===== config.mk =====
export PLATFORM = sky130hd
export DESIGN_NAME = ula_control
export DESIGN_NICKNAME = d
export VERILOG_FILES = /design/src/rtl/ula_pkg.sv /design/src/rtl/ula_rtype_decode.sv /design/src/rtl/ula_control.sv
export SDC_FILE = /design/constraint.sdc
export NUM_CORES = 1
export LEC_CHECK = 0
export CORE_AREA = 3 3 40 42
export CTS_BUF_LIST = sky130_fd_sc_hd__clkbuf_8 sky130_fd_sc_hd__clkbuf_16
export CTS_CLUSTER_DIAMETER = 100
export DETAILED_ROUTE_END_ITERATION = 6
export DIE_AREA = 0 0 43 45
export DONT_BUFFER_PORTS = 1
export PLACE_DENSITY_LB_ADDON = 0.2
export SYNTH_ARGS = -nofsm -noshare
export SYNTH_HDL_FRONTEND = slang
export SYNTH_SLANG_ARGS = --single-unit
export TNS_END_PERCENT = 100

===== constraint.sdc =====
create_clock -name clk -period 3.2 [get_ports clk]
set_input_delay 0.64 -clock clk [delete_from_list [all_inputs] [get_ports clk]]
set_output_delay 0.64 -clock clk [all_outputs]
set_load 0.03 [all_outputs]

===== src/rtl/ula_pkg.sv =====
// Shared constants for the RV32I ALU-control decoder.
// Op codes, ALUOp encodings and funct3/funct7 field values.
package ula_pkg;

  localparam int OP_W = 4;

  localparam logic [3:0] ULA_AND     = 4'b0000;
  localparam logic [3:0] ULA_OR      = 4'b0001;
  localparam logic [3:0] ULA_ADD     = 4'b0010;
  localparam logic [3:0] ULA_XOR     = 4'b0011;
  localparam logic [3:0] ULA_SLL     = 4'b0100;
  localparam logic [3:0] ULA_SRL     = 4'b0101;
  localparam logic [3:0] ULA_SUB     = 4'b0110;
  localparam logic [3:0] ULA_SRA     = 4'b0111;
  localparam logic [3:0] ULA_SLT     = 4'b1000;
  localparam logic [3:0] ULA_SLTU    = 4'b1001;
  localparam logic [3:0] ULA_ILLEGAL = 4'b1111;

  localparam logic [1:0] ALUOP_MEM    = 2'b00;
  localparam logic [1:0] ALUOP_BRANCH = 2'b01;
  localparam logic [1:0] ALUOP_RTYPE  = 2'b10;

  localparam logic [2:0] F3_ADD  = 3'b000;
  localparam logic [2:0] F3_SLL  = 3'b001;
  localparam logic [2:0] F3_SLT  = 3'b010;
  localparam logic [2:0] F3_SLTU = 3'b011;
  localparam logic [2:0] F3_XOR  = 3'b100;
  localparam logic [2:0] F3_SR   = 3'b101;
  localparam logic [2:0] F3_OR   = 3'b110;
  localparam logic [2:0] F3_AND  = 3'b111;

  localparam logic [6:0] F7_BASE = 7'b0000000;
  localparam logic [6:0] F7_ALT  = 7'b0100000;

endpackage


===== src/rtl/ula_rtype_decode.sv =====
// Combinational funct3/funct7 -> {op, illegal} decoder for R-format.
// ULA_CONTROL_EXT_OPS_EN adds XOR/SLL/SRL/SRA/SLT/SLTU.
module ula_rtype_decode
  import ula_pkg::*;
#(
  parameter int OP_W = 4,
  parameter logic [OP_W-1:0] ILLEGAL_OP = 4'b1111
) (
  input  logic [2:0]      funct3,
  input  logic [6:0]      funct7,
  output logic [OP_W-1:0] op,
  output logic            illegal
);

  // Exact match on the full {funct7, funct3} pair; anything else is illegal.
  always_comb begin
    op      = ILLEGAL_OP;
    illegal = 1'b1;
    unique case ({funct7, funct3})
      {F7_BASE, F3_ADD}: begin
        op = OP_W'(ULA_ADD); illegal = 1'b0;
      end
      {F7_ALT, F3_ADD}: begin
        op = OP_W'(ULA_SUB); illegal = 1'b0;
      end
      {F7_BASE, F3_AND}: begin
        op = OP_W'(ULA_AND); illegal = 1'b0;
      end
      {F7_BASE, F3_OR}: begin
        op = OP_W'(ULA_OR); illegal = 1'b0;
      end
`ifdef ULA_CONTROL_EXT_OPS_EN
      {F7_BASE, F3_XOR}: begin
        op = OP_W'(ULA_XOR); illegal = 1'b0;
      end
      {F7_BASE, F3_SLL}: begin
        op = OP_W'(ULA_SLL); illegal = 1'b0;
      end
      {F7_BASE, F3_SR}: begin
        op = OP_W'(ULA_SRL); illegal = 1'b0;
      end
      {F7_ALT, F3_SR}: begin
        op = OP_W'(ULA_SRA); illegal = 1'b0;
      end
      {F7_BASE, F3_SLT}: begin
        op = OP_W'(ULA_SLT); illegal = 1'b0;
      end
      {F7_BASE, F3_SLTU}: begin
        op = OP_W'(ULA_SLTU); illegal = 1'b0;
      end
`endif
      default: begin
        op      = ILLEGAL_OP;
        illegal = 1'b1;
      end
    endcase
  end

endmodule


===== src/rtl/ula_control.sv =====
// Registered ALU-control decoder: ALUOp + funct fields -> ula_op.
// Optional ops enabled by ULA_CONTROL_EXT_OPS_EN (see ula_rtype_decode).
module ula_control
  import ula_pkg::*;
#(
  parameter int OP_W = 4,
  parameter logic [OP_W-1:0] ILLEGAL_OP = 4'b1111
) (
  input  logic            clk,
  input  logic            rst,
  input  logic            in_valid,
  input  logic [1:0]      ALUOp,
  input  logic [2:0]      funct3,
  input  logic [6:0]      funct7,
  output logic [OP_W-1:0] ula_op,
  output logic            out_valid,
  output logic            illegal
);

  logic [OP_W-1:0] rt_op;
  logic            rt_illegal;

  logic [OP_W-1:0] ula_op_d, ula_op_q;
  logic            illegal_d, illegal_q;
  logic            out_valid_d, out_valid_q;

  ula_rtype_decode #(
    .OP_W       (OP_W),
    .ILLEGAL_OP (ILLEGAL_OP)
  ) u_rtype (
    .funct3  (funct3),
    .funct7  (funct7),
    .op      (rt_op),
    .illegal (rt_illegal)
  );

  // Next state: decode on valid, otherwise hold op/illegal.
  always_comb begin
    ula_op_d    = ula_op_q;
    illegal_d   = illegal_q;
    out_valid_d = in_valid;
    if (in_valid) begin
      unique case (ALUOp)
        ALUOP_MEM: begin
          ula_op_d  = OP_W'(ULA_ADD);
          illegal_d = 1'b0;
        end
        ALUOP_BRANCH: begin
          ula_op_d  = OP_W'(ULA_SUB);
          illegal_d = 1'b0;
        end
        ALUOP_RTYPE: begin
          ula_op_d  = rt_op;
          illegal_d = rt_illegal;
        end
        default: begin
          ula_op_d  = ILLEGAL_OP;
          illegal_d = 1'b1;
        end
      endcase
    end
  end

  // Output register with synchronous reset to ADD.
  always_ff @(posedge clk) begin
    if (rst) begin
      ula_op_q    <= OP_W'(ULA_ADD);
      illegal_q   <= 1'b0;
      out_valid_q <= 1'b0;
    end else begin
      ula_op_q    <= ula_op_d;
      illegal_q   <= illegal_d;
      out_valid_q <= out_valid_d;
    end
  end

  assign ula_op    = ula_op_q;
  assign illegal   = illegal_q;
  assign out_valid = out_valid_q;

endmodule


* Word level (Yosys, flattened, before mapping) *
Cells that the tools add are included.

cells by class
  equality and inequality tests = 5
  muxes and demuxes = 4
  reductions and logical operators = 4

operator list
  kind                 count
  $eq 10x3->1 const B  2
  $pmux 4 s4           1
  $pmux 4 s3           1
  $eq 10x9->1 const B  1
  $logic_not 10->1     1
  $reduce_or 4->1      1
  $eq 2x1->1 const B   1
  $eq 2x2->1 const B   1
  $logic_not 2->1      1
  $pmux 1 s2           1
  $reduce_or 2->1      1
  $mux 1               1

storage, ports and cells
  register bits = 6
  bits of input ports = 15
  output and inout bits = 6
  logic and storage cells = 16

* Depth between registers and ports, before layout *
  depth in word-level cells = 4
  mapped depth = 5

* Modules after synthesis *
From an unflattened synthesis, not the netlist that was laid out.

second synthesis, totals
  cell total of the unflattened synthesis = 34
  area, all modules = 326.6 um^2

by module, submodules not included
  module            times used  cells each  area an instance (um^2)
  ula_control       1           23          236.5
  ula_rtype_decode  1           11          90.1

* Least setup slack after synthesis *
OpenSTA, ideal clock, no wires.

  path kind = in2reg
  start = in funct7[6]
  end = reg ula_op_q[2], in the netlist ula_op[2]
  data arrival time = 1766 ps
  required time = 3063 ps
  setup slack = 1297 ps
  stages = 4
  cell sequence = or4_4 > or4_1 > o21ai_1 > a311oi_1

between the ends
  word-level cells in the longest chain between the ends = 3
  elaborated cells on any way between the ends = 6

ends and longest elaborated chain
  element                              RTL line                source
  start: declaration                   ula_control.sv:14       input logic [6:0] funct7,
  $eq 10x3->1 (tied with other cells)  ula_rtype_decode.sv:19  unique case ({funct7, funct3})
  $pmux 4 s4 *                         ula_rtype_decode.sv:19
  $pmux 4 s3 *                         ula_control.sv:43       unique case (ALUOp)
  end signal: assignment               ula_control.sv:67       ula_op_q <= OP_W'(ULA_ADD);
  end signal: assignment               ula_control.sv:71       ula_op_q <= ula_op_d;
  end: declaration                     ula_control.sv:23       logic [OP_W-1:0] ula_op_d, ula_op_q;

Mark *: on every way between the ends. The rest lies on a longest branch, timed or not.
A chain may end at the register's enable or synchronous reset.

* Worst setup path in the final report *
Ends and elaborated chain as after synthesis.

==> flow_summary.json <==
{
  "max-vdd-ir-drop_v": 0.000105,
  "finalHoldViolations": 0,
  "rsz0062_at_grt": "false",
  "power.density_nw_per_um2": 624,
  "final_common_cell": "dfxtp_1",
  "cp.buffers_inverters": 0,
  "wl_um": 621,
  "min_period_over_period_pct": 53.4,
  "fp.coreArea_sq_um": 1280,
  "internal-power_mw": 0.166,
  "synth_fp_nets": 46,
  "htree_levels": 1,
  "antenna_left": 0,
  "cts_made_buffers": 3,
  "clk_pin_slew_ns": 0.03,
  "final_cell_mix": "dfxtp_1 (6), nand2b_1 (4), a21oi_1 (3), clkbuf_8 (3), nor2_1 (2)",
  "min_path_type": "in2reg",
  "slowest_delay_ns": 0.53,
  "insertion_delay_ns": 0.22,
  "cts_setup_buffers": 0,
  "power_mw": 0.210,
  "crit_required_ns": 3.30,
  "setup_violations": 0,
  "synth_top_area_cell": "dfxtp_1",
  "p_leak_nw": 0.113,
  "report.final.slew_viol_count": 0,
  "vias": 241,
  "multi_input_area_sq_um": 153,
  "grt_usage_pct": 6.93,
  "crit_path_start_kind": "primary input",
  "wl_per_cell_um": 12.9,
  "cts-root-buf": "clkbuf_8",
  "grt_pass1_vias": 227,
  "finalClockSkew_ns": 0,
  "tightestPinTransition_ns": 0.432,
  "finalCriticalPeriod_ns": 1.71,
  "worst-path-max-fanout": 3,
  "status": "complete, no violations",
  "path_delay_family": "simple AND/OR/NAND/NOR gates",
  "nFillCells": 142,
  "floorplan.initialDensity_pct": 21.8,
  "worstSetupEndpointType": "flop",
  "cts_buffer_depth": 2,
  "syn-mean-instance-area_sq_um": 9.04,
  "die_h_um": 45,
  "portBuffers": 0,
  "dr.pass1.iters": 4,
  "pwr-share-clk_pct": 53.1,
  "drive_above_1_share_pct": 15.2,
  "place_hpwl_um": 529,
  "tritoncts": "built",
  "arrival_ns": 1.81,
  "ys_seq_area_share_pct": 42.9,
  "gp_congestion": 0.629,
  "io_pins": 21,
  "ys_types": 20,
  "antenna_found_initial": 0,
  "synth_cells": 31,
  "crit_chain": "or4_4 -> or4_1 -> o21ai_1 -> a311oi_1",
  "seq_power_share_pct": 42.2,
  "relSlewSlack_pct": 70.8,
  "cts.sinks": 6,
  "yosys-top-cells-area": "dfxtp_1 (43%), nand2b_1 (8.9%), a21oi_1 (5.4%)",
  "maxCapViolCount": 0,
  "dieArea_sq_um": 1940,
  "power_switching_mw": 0.0445,
  "row_count": 13,
  "area_delta_synth_final_pct": 20.1,
  "diodes": 0,
  "fmax_mhz": 585,
  "crit_type": "in2reg",
  "ctsHoldBuffers": 0,
  "drt_first_iter_violations": 5,
  "post-route-drc-count": 0,
  "yosysWarnings": 0,
  "cp_slowest_cell": "or4_4",
  "syn-cell-area_sq_um": 280,
  "viasPerCell": 5.02,
  "seqCellArea_sq_um": 120,
  "nNetsFinal": 50,
  "swShare_pct": 21.2,
  "grt_max_degree": 10,
  "grt-ovfl-total": 0,
  "comb_power_share_pct": 4.7,
  "fp.dieW_um": 43,
  "grt_pass1_wl_um": 979,
  "synth_seq_cells": 6,
  "setup_tns_ns": 0,
  "cts_resized": 0,
  "yosysTopAreaCellShare_pct": 42.9
}
## power groups by stage
| stage | logic, mW | registers (mW) | clock network, mW |
|---|---|---|---|
| 2_1_floorplan | 0.00984 | 0.0890 | 0 |
| 3_3_place_gp | 0.00958 | 0.0897 | 0 |
| 3_5_place_dp | 0.00996 | 0.0899 | 0 |
| 4_1_cts | 0.00994 | 0.0888 | 0.116 |
| 5_1_grt | 0.0111 | 0.0892 | 0.118 |
| 6_report | 0.00977 | 0.0887 | 0.112 |
## routing by layer
layer	track usage [%]	part of all wire (%)
met1	7.06	39
met4	7.23	4.0
met5	0	0
met2	10.5	39
met3	2.79	18
## final cells by class
cell class	count	share of cell area, %
clock buffer	3	12.3
tap	15	5.58
multi-input combinational	23	45.4
inverter	1	1.12
sequential	6	35.7
## Yosys cell counts
library cell  instances
nor4_2                1
or3_1                 1
inv_1                 1
nor2b_1               1
a21oi_1               3
a311oi_1              1
dfxtp_1               6
or4_4                 1
nor2_1                2
clkbuf_1              1
o21bai_1              1
nand2_1               1
o21ai_1               1
nor3_1                1
a31oi_1               1
or4_1                 1
nand3b_1              1
nand2b_1              4
o31a_1                1
o311ai_1              1
## stage by stage
step                worst slack, ns  hold slack (ns)  instance area, sq um  utilization, %  cells
floorplan                      1.30            0.592                   280               -     31
global placement               1.27            0.610                   295            23.0     45
detailed placement             1.25            0.614                   295            23.0     45
CTS                            1.49            0.479                   337            26.2     48
global route                   1.39            0.480                   337            26.2     48
finish                         1.49            0.484                   337            26.2     48
## path summary, 6_finish.rpt
check                                from  cells after the start         to  slack, ns
worst max-delay path            funct7[6]                      4  ula_op[2]       1.49
worst min-delay path                  rst                      1  ula_op[0]       0.48
worst max register to register  ula_op[2]                      2  ula_op[2]       2.28
worst min register to register  ula_op[3]                      2  ula_op[3]       0.62
## cells by family (layout without fill, tap and decap cells)
logic type             after synthesis  count (layout)  synth area share (%)
buffers and inverters                2               4                  2.68
and+or+nand+nor                     14              14                  33.0
DFF                                  6               6                  42.9
AOI/OAI and AO/OA                    9               9                  21.4
## registers in the layout, indices dropped and copies added, names as in the netlist
signal,cells
out_valid,1
illegal,1
ula_op,4
No activity file was read; power rests on OpenSTA's default activity.
